File: src/rtl/demux1to2_fifo.sv
// ============================================================================
// Module      : demux1to2_fifo
// Description : One input stream steered to two independent output FIFOs,
//               either by in_sel or by an alternating round-robin pointer.
// Revision    : 1.0 - initial release
// ============================================================================
`default_nettype none

module demux1to2_fifo #(
    parameter int WIDTH = 8,
    parameter int DEPTH = 4
) (
    input  logic                     clk,
    input  logic                     rst_n,
    input  logic [WIDTH-1:0]         in_data,
    input  logic                     in_valid,
    output logic                     in_ready,
    input  logic                     in_sel,
    input  logic                     auto,
    output logic [WIDTH-1:0]         out0_data,
    output logic                     out0_valid,
    input  logic                     out0_ready,
    output logic [$clog2(DEPTH):0]   out0_count,
    output logic [WIDTH-1:0]         out1_data,
    output logic                     out1_valid,
    input  logic                     out1_ready,
    output logic [$clog2(DEPTH):0]   out1_count
);

    localparam int AW = $clog2(DEPTH);
    localparam int CW = AW + 1;

    logic             dest;
    logic             push_en;
    logic             rr_ptr_q;
    logic             rr_ptr_d;
    logic [1:0]       full;
    logic [1:0]       push;
    logic [1:0]       pop;
    logic [1:0]       out_valid;
    logic [1:0]       out_ready;
    logic [CW-1:0]    count [2];
    logic [WIDTH-1:0] head  [2];

    assign out_ready = {out1_ready, out0_ready};
    assign dest      = auto ? rr_ptr_q : in_sel;
    // Counts clear asynchronously, so in_ready is already 1 during reset.
    assign in_ready  = ~full[dest];
    assign push_en   = in_valid & in_ready;

    always_comb begin
        rr_ptr_d = rr_ptr_q ^ (push_en & auto);
    end

    always_ff @(posedge clk or negedge rst_n) begin
        if (!rst_n) begin
            rr_ptr_q <= 1'b0;
        end else begin
            rr_ptr_q <= rr_ptr_d;
        end
    end

    genvar ch;
    generate
        for (ch = 0; ch < 2; ch++) begin : g_ch
            logic [AW-1:0]    wr_ptr_q;
            logic [AW-1:0]    wr_ptr_d;
            logic [AW-1:0]    rd_ptr_q;
            logic [AW-1:0]    rd_ptr_d;
            logic [CW-1:0]    count_q;
            logic [CW-1:0]    count_d;
            logic [WIDTH-1:0] mem_q [DEPTH];

            assign push[ch]      = push_en & (dest == 1'(ch));
            assign pop[ch]       = out_ready[ch] & (count_q != '0);
            assign full[ch]      = (count_q == CW'(DEPTH));
            assign out_valid[ch] = (count_q != '0);
            assign count[ch]     = count_q;
            // Storage is not reset; masking keeps the head at zero while empty.
            assign head[ch]      = (count_q != '0) ? mem_q[rd_ptr_q] : '0;

            always_comb begin
                wr_ptr_d = wr_ptr_q + AW'(push[ch]);
                rd_ptr_d = rd_ptr_q + AW'(pop[ch]);
                count_d  = count_q + CW'(push[ch]) - CW'(pop[ch]);
            end

            always_ff @(posedge clk or negedge rst_n) begin
                if (!rst_n) begin
                    wr_ptr_q <= '0;
                    rd_ptr_q <= '0;
                    count_q  <= '0;
                end else begin
                    wr_ptr_q <= wr_ptr_d;
                    rd_ptr_q <= rd_ptr_d;
                    count_q  <= count_d;
                end
            end

            always_ff @(posedge clk) begin
                if (push[ch]) begin
                    mem_q[wr_ptr_q] <= in_data;
                end
            end
        end
    endgenerate

    assign out0_data  = head[0];
    assign out1_data  = head[1];
    assign out0_valid = out_valid[0];
    assign out1_valid = out_valid[1];
    assign out0_count = count[0];
    assign out1_count = count[1];

endmodule

`default_nettype wire

File: config.mk
export PLATFORM = sky130hd
export DESIGN_NAME = demux1to2_fifo
export DESIGN_NICKNAME = d
export VERILOG_FILES = /design/src/rtl/demux1to2_fifo.sv
export SDC_FILE = /design/constraint.sdc
export NUM_CORES = 1
export LEC_CHECK = 0
export CAP_MARGIN = 10
export CORE_ASPECT_RATIO = 0.8
export CORE_MARGIN = 4
export CORE_UTILIZATION = 38
export CTS_CLUSTER_SIZE = 16
export DETAILED_ROUTE_END_ITERATION = 10
export GPL_TIMING_DRIVEN = 0
export SYNTH_ARGS = -nofsm -noshare
export SYNTH_HDL_FRONTEND = slang
export SYNTH_SLANG_ARGS = --single-unit
File: constraint.sdc
create_clock -name clk -period 5.4 [get_ports clk]
set_clock_uncertainty 0.15 [all_clocks]
set_input_delay 1.08 -clock clk [delete_from_list [all_inputs] [get_ports clk]]
set_output_delay 1.08 -clock clk [all_outputs]
set_load 0.01 [all_outputs]
==> results of run 1 <==
-- sequential cells by signal, summed over array words and instances (netlist names) --
signal	cells
g_ch.mem_q	64
g_ch.rd_ptr_q	4
g_ch.wr_ptr_q	4
out0_count	3
out1_count	3
rr_ptr_q	1
-- where the power goes --
part | switching, W | leakage [nW] | internal [W] | total [W]
Clock | 0.000194 | 0.0925 | 0.000207 | 0.000402
Combinational | 0.000355 | 0.550 | 0.000476 | 0.000832
Sequential | 0.0000718 | 0.755 | 0.000787 | 0.000859
-- placed cells by master, fill, tap and decap left out, drive strengths merged --
master,Yosys,routed
edfxtp,64,64
clkdlybuf4s50,0,39
nor2b,18,18
mux4,16,16
dfrtp,15,15
clkbuf,0,11
inv,10,10
ha,8,8
buf,4,8
clkinv,0,5
xor2,4,4
xnor2,4,4
nor3b,4,4
nor3,4,4
nand2,2,2
nor2,2,2
fa,2,2
or3b,2,2
mux2i,1,1
nand3,1,1
mux2,1,1
nand3b,1,1
a31oi,1,1
a41oi,1,1
bufinv,0,1
-- layout make-up --
type                            count  area (um^2)
Buffer                              4         32.5
Sequential cell                    79         2300
Tap cell                          108          135
Multi-Input combinational cell     72          848
Inverter                           10         37.5
Timing Repair Buffer               44          423
Clock inverter                      6         51.3
Fill cell                         682         4140
Clock buffer                       10          128
-- per-layer routing --
| metal | vias to the layer above | share of wire |
|---|---|---|
| met4 | 0 | 0.012 |
| li1 | 742 | - |
| met5 | - | 0 |
| met1 | 784 | 0.45 |
| met2 | 34 | 0.49 |
| met3 | 9 | 0.046 |
-- logic make-up (layout without fill, tap and decap cells) --
logic type / Yosys count / count (layout) / share of synthesized area
compound gates: 2 / 2 / 0.00467
xor+xnor: 8 / 8 / 0.0218
fa+ha+maj: 10 / 10 / 0.0436
buf+inv: 14 / 74 / 0.0218
flops: 79 / 79 / 0.714
mux: 18 / 18 / 0.120
simple gates: 34 / 34 / 0.0739
-- through the flow --
| stage | instances | hold slack (ns) | setup slack (ns) |
|---|---|---|---|
| after floorplan | 165 | 0.344 | 2.46 |
| after global placement | 312 | 0.360 | 1.40 |
| after detailed placement | 315 | 0.371 | 1.40 |
| after CTS | 331 | 0.388 | 1.39 |
| after global routing | 333 | 0.393 | 1.33 |
| final | 333 | 0.385 | 1.40 |
-- final timing paths --
| path | slack [ns] | cells past startpoint | end |
|---|---|---|---|
| worst max-delay path | 1.40 | 4 | in_ready |
| worst min-delay path | 0.39 | 1 | g_ch[1].rd_ptr_q[0] |
| worst max register to register | 2.70 | 8 | out1_count[2] |
| worst min register to register | 0.39 | 1 | g_ch[1].rd_ptr_q[0] |
| max in group asynchronous | 3.64 | 1 | out0_count[0] |
| min in group asynchronous | 1.01 | 1 | out1_count[2] |
==> impl_metrics.xml, run 1 <==
<?xml version="1.0" encoding="UTF-8"?>
<metrics>
  <group name="global_routing">
    <metric name="gr-total-overflow" unit="">0</metric>
    <metric name="grt_pass1_wl" unit="um">8610</metric>
    <metric name="grt_start_max_net_pins" unit="">16</metric>
    <metric name="grt_use_total" unit="">0.114</metric>
    <metric name="antenna_violations_before_repair" unit="">0</metric>
    <metric name="use_met2" unit="">0.182</metric>
    <metric name="number_of_global_route_vias_before_repair" unit="">1640</metric>
    <metric name="gr_busiest_metal" unit="">met2</metric>
    <metric name="use_met1" unit="">0.142</metric>
    <metric name="groute.layer.met3.usage" unit="">0.0442</metric>
  </group>
  <group name="sta">
    <metric name="post-route-period-util" unit="">0.740</metric>
    <metric name="hold_viol_final" unit="">0</metric>
    <metric name="tightestPinTransition" unit="ns">1.29</metric>
    <metric name="slew-limit-headroom" unit="">0.136</metric>
    <metric name="rsz_0062_raised_after_global_routing" unit="">no</metric>
    <metric name="finalWorstPathRequiredPeriod" unit="ns">4.00</metric>
    <metric name="count_of_final_max_slew_check_failures" unit="">0</metric>
    <metric name="fmaxAchievable" unit="MHz">250</metric>
    <metric name="setup_viol_count_final" unit="">0</metric>
    <metric name="setup_tns" unit="ns">0</metric>
  </group>
  <group name="setup_path">
    <metric name="cp.required" unit="ns">4.17</metric>
    <metric name="critical-path-slowest-cell" unit="">clkdlybuf4s50_1</metric>
    <metric name="cp_data_arrival_time" unit="ns">2.77</metric>
    <metric name="crit-reg2reg-launch" unit="">out1_count[1]</metric>
    <metric name="cp_num_buf_inv" unit="">2</metric>
    <metric name="cp_common_cell" unit="">clkdlybuf4s50_1</metric>
    <metric name="cp-start-kind" unit="">primary input</metric>
    <metric name="setup.worst_path.end_class" unit="">output port</metric>
    <metric name="crit_path_max_fanout" unit="">3</metric>
    <metric name="worst_setup_path_startpoint" unit="">auto</metric>
    <metric name="cp_slowest_stage_delay" unit="ns">0.53</metric>
    <metric name="critical_path_cell_by_cell" unit="">clkdlybuf4s50_1 &gt; mux2i_2 &gt; mux2_2 &gt; clkdlybuf4s50_1</metric>
    <metric name="critical_path.top_delay_family" unit="">buffers and inverters</metric>
    <metric name="worst-setup-path-type" unit="">in -&gt; out</metric>
  </group>
  <group name="power_and_ir_drop">
    <metric name="ir_drop" unit="mV">0.209</metric>
    <metric name="leakage" unit="nW">1.40</metric>
    <metric name="p_total" unit="W">0.00209</metric>
    <metric name="power_per_cell_area" unit="nW/um^2">530</metric>
  </group>
  <group name="finish">
    <metric name="synthToLayoutAreaGrowth" unit="%">22.9</metric>
    <metric name="num_antenna_cells" unit="">0</metric>
    <metric name="layout.core_utilization" unit="">0.488</metric>
    <metric name="finish.net_count" unit="">245</metric>
    <metric name="post_route_cells_drive_above_1_share" unit="">0.200</metric>
    <metric name="finalInstanceArea" unit="um^2">3950</metric>
  </group>
  <group name="floorplan">
    <metric name="top_level_ports" unit="">40</metric>
    <metric name="area_enclosed_by_the_die_boundary" unit="um^2">10000</metric>
    <metric name="chipWidth" unit="um">111</metric>
    <metric name="dieHeight" unit="um">90.3</metric>
    <metric name="floorplan.core_area" unit="um^2">8090</metric>
    <metric name="placement_rows" unit="">29</metric>
    <metric name="initial_core_util" unit="">0.397</metric>
  </group>
  <group name="placed_design">
    <metric name="port_buffer_count" unit="">39</metric>
    <metric name="post_dp_cell_area" unit="um^2">3760</metric>
    <metric name="hpwlAfterDp" unit="um">3680</metric>
    <metric name="gp_congestion" unit="">0.633</metric>
  </group>
  <group name="clock_network">
    <metric name="clock_tree.buffer_depth" unit="">2</metric>
    <metric name="root_buffer" unit="">clkbuf_8</metric>
    <metric name="cts.repair_timing.setup_buffer_count" unit="">0</metric>
    <metric name="cts-hold-fix-buffers" unit="">0</metric>
    <metric name="tritoncts.num_buffers" unit="">9</metric>
    <metric name="cts_tree" unit="">built</metric>
    <metric name="cts_sinks" unit="">79</metric>
    <metric name="clkSlewWorstSetupHoldPaths" unit="ns">0.07</metric>
    <metric name="clkLatencyLatePin" unit="ns">0.34</metric>
    <metric name="htreeDepth" unit="">3</metric>
    <metric name="cts_resized" unit="">0</metric>
  </group>
  <group name="synthesis">
    <metric name="post_synth_main_area_contributors" unit="">edfxtp_1 60%, dfrtp_1 12%, mux4_2 11%</metric>
    <metric name="synthesis.yosys.warnings" unit="">0</metric>
    <metric name="ys_seq_elements" unit="">79</metric>
    <metric name="synthesis.instances" unit="">165</metric>
    <metric name="synth_largest_area_cell" unit="">edfxtp_1</metric>
    <metric name="synthesis.area_per_instance" unit="um^2">19.5</metric>
    <metric name="synth_seq_area_share" unit="">0.714</metric>
    <metric name="synthesized_netlist_net_count" unit="">190</metric>
    <metric name="mapped_area" unit="um^2">3220</metric>
    <metric name="post-synth-top-count-cell" unit="">edfxtp_1</metric>
    <metric name="most_used_flip_flop_cell_after_synthesis" unit="">edfxtp_1</metric>
    <metric name="synth_edf_count" unit="">64</metric>
    <metric name="post_synth_top_cells" unit="">64 x edfxtp_1, 18 x nor2b_1, 16 x mux4_2</metric>
    <metric name="synth.distinct_cells" unit="">25</metric>
    <metric name="synth_top_area_share" unit="">0.598</metric>
    <metric name="postSynth.asyncResetShare" unit="">0.190</metric>
  </group>
  <group name="detailed_routing">
    <metric name="postRouteWirelength" unit="um">5310</metric>
    <metric name="antenna_violating_nets_post_route" unit="">0</metric>
    <metric name="detail_route.iter0.violations" unit="">47</metric>
    <metric name="vias" unit="">1569</metric>
    <metric name="detail_route.drc_violations" unit="">0</metric>
    <metric name="routed_via_density" unit="">4.71</metric>
    <metric name="detailedRoute.firstPassIterationCount" unit="">4</metric>
    <metric name="wire_per_inst" unit="um">16.0</metric>
  </group>
  <group name="worst_hold_path">
    <metric name="worst_hold_startpoint" unit="">g_ch[1].rd_ptr_q[0]</metric>
    <metric name="hold_path.class" unit="">reg -&gt; reg</metric>
  </group>
  <group name="run">
    <metric name="drv.max_cap_violation_count" unit="">0</metric>
  </group>
  <group name="status">
    <metric name="result_of_the_run" unit="">complete, no violations</metric>
  </group>
</metrics>
(Power assumes the default switching activity.)
==> inputs of run 2 (changes only) <==
- clock period: 5.4 -> 3.9 ns (I/O delays scaled with it)
==> results of run 2 <==
The final DEF is identical to that of run 1. Status: complete, no violations.
Among the figures that moved: setup slack after placement 1.40 ns -> 0.439 ns; setup slack after layout 1.40 ns -> 0.502 ns; register-to-register setup slack 2.70 ns -> 1.20 ns; total power 0.00209 W -> 0.00290 W; worst IR drop on VDD 0.209 mV -> 0.289 mV
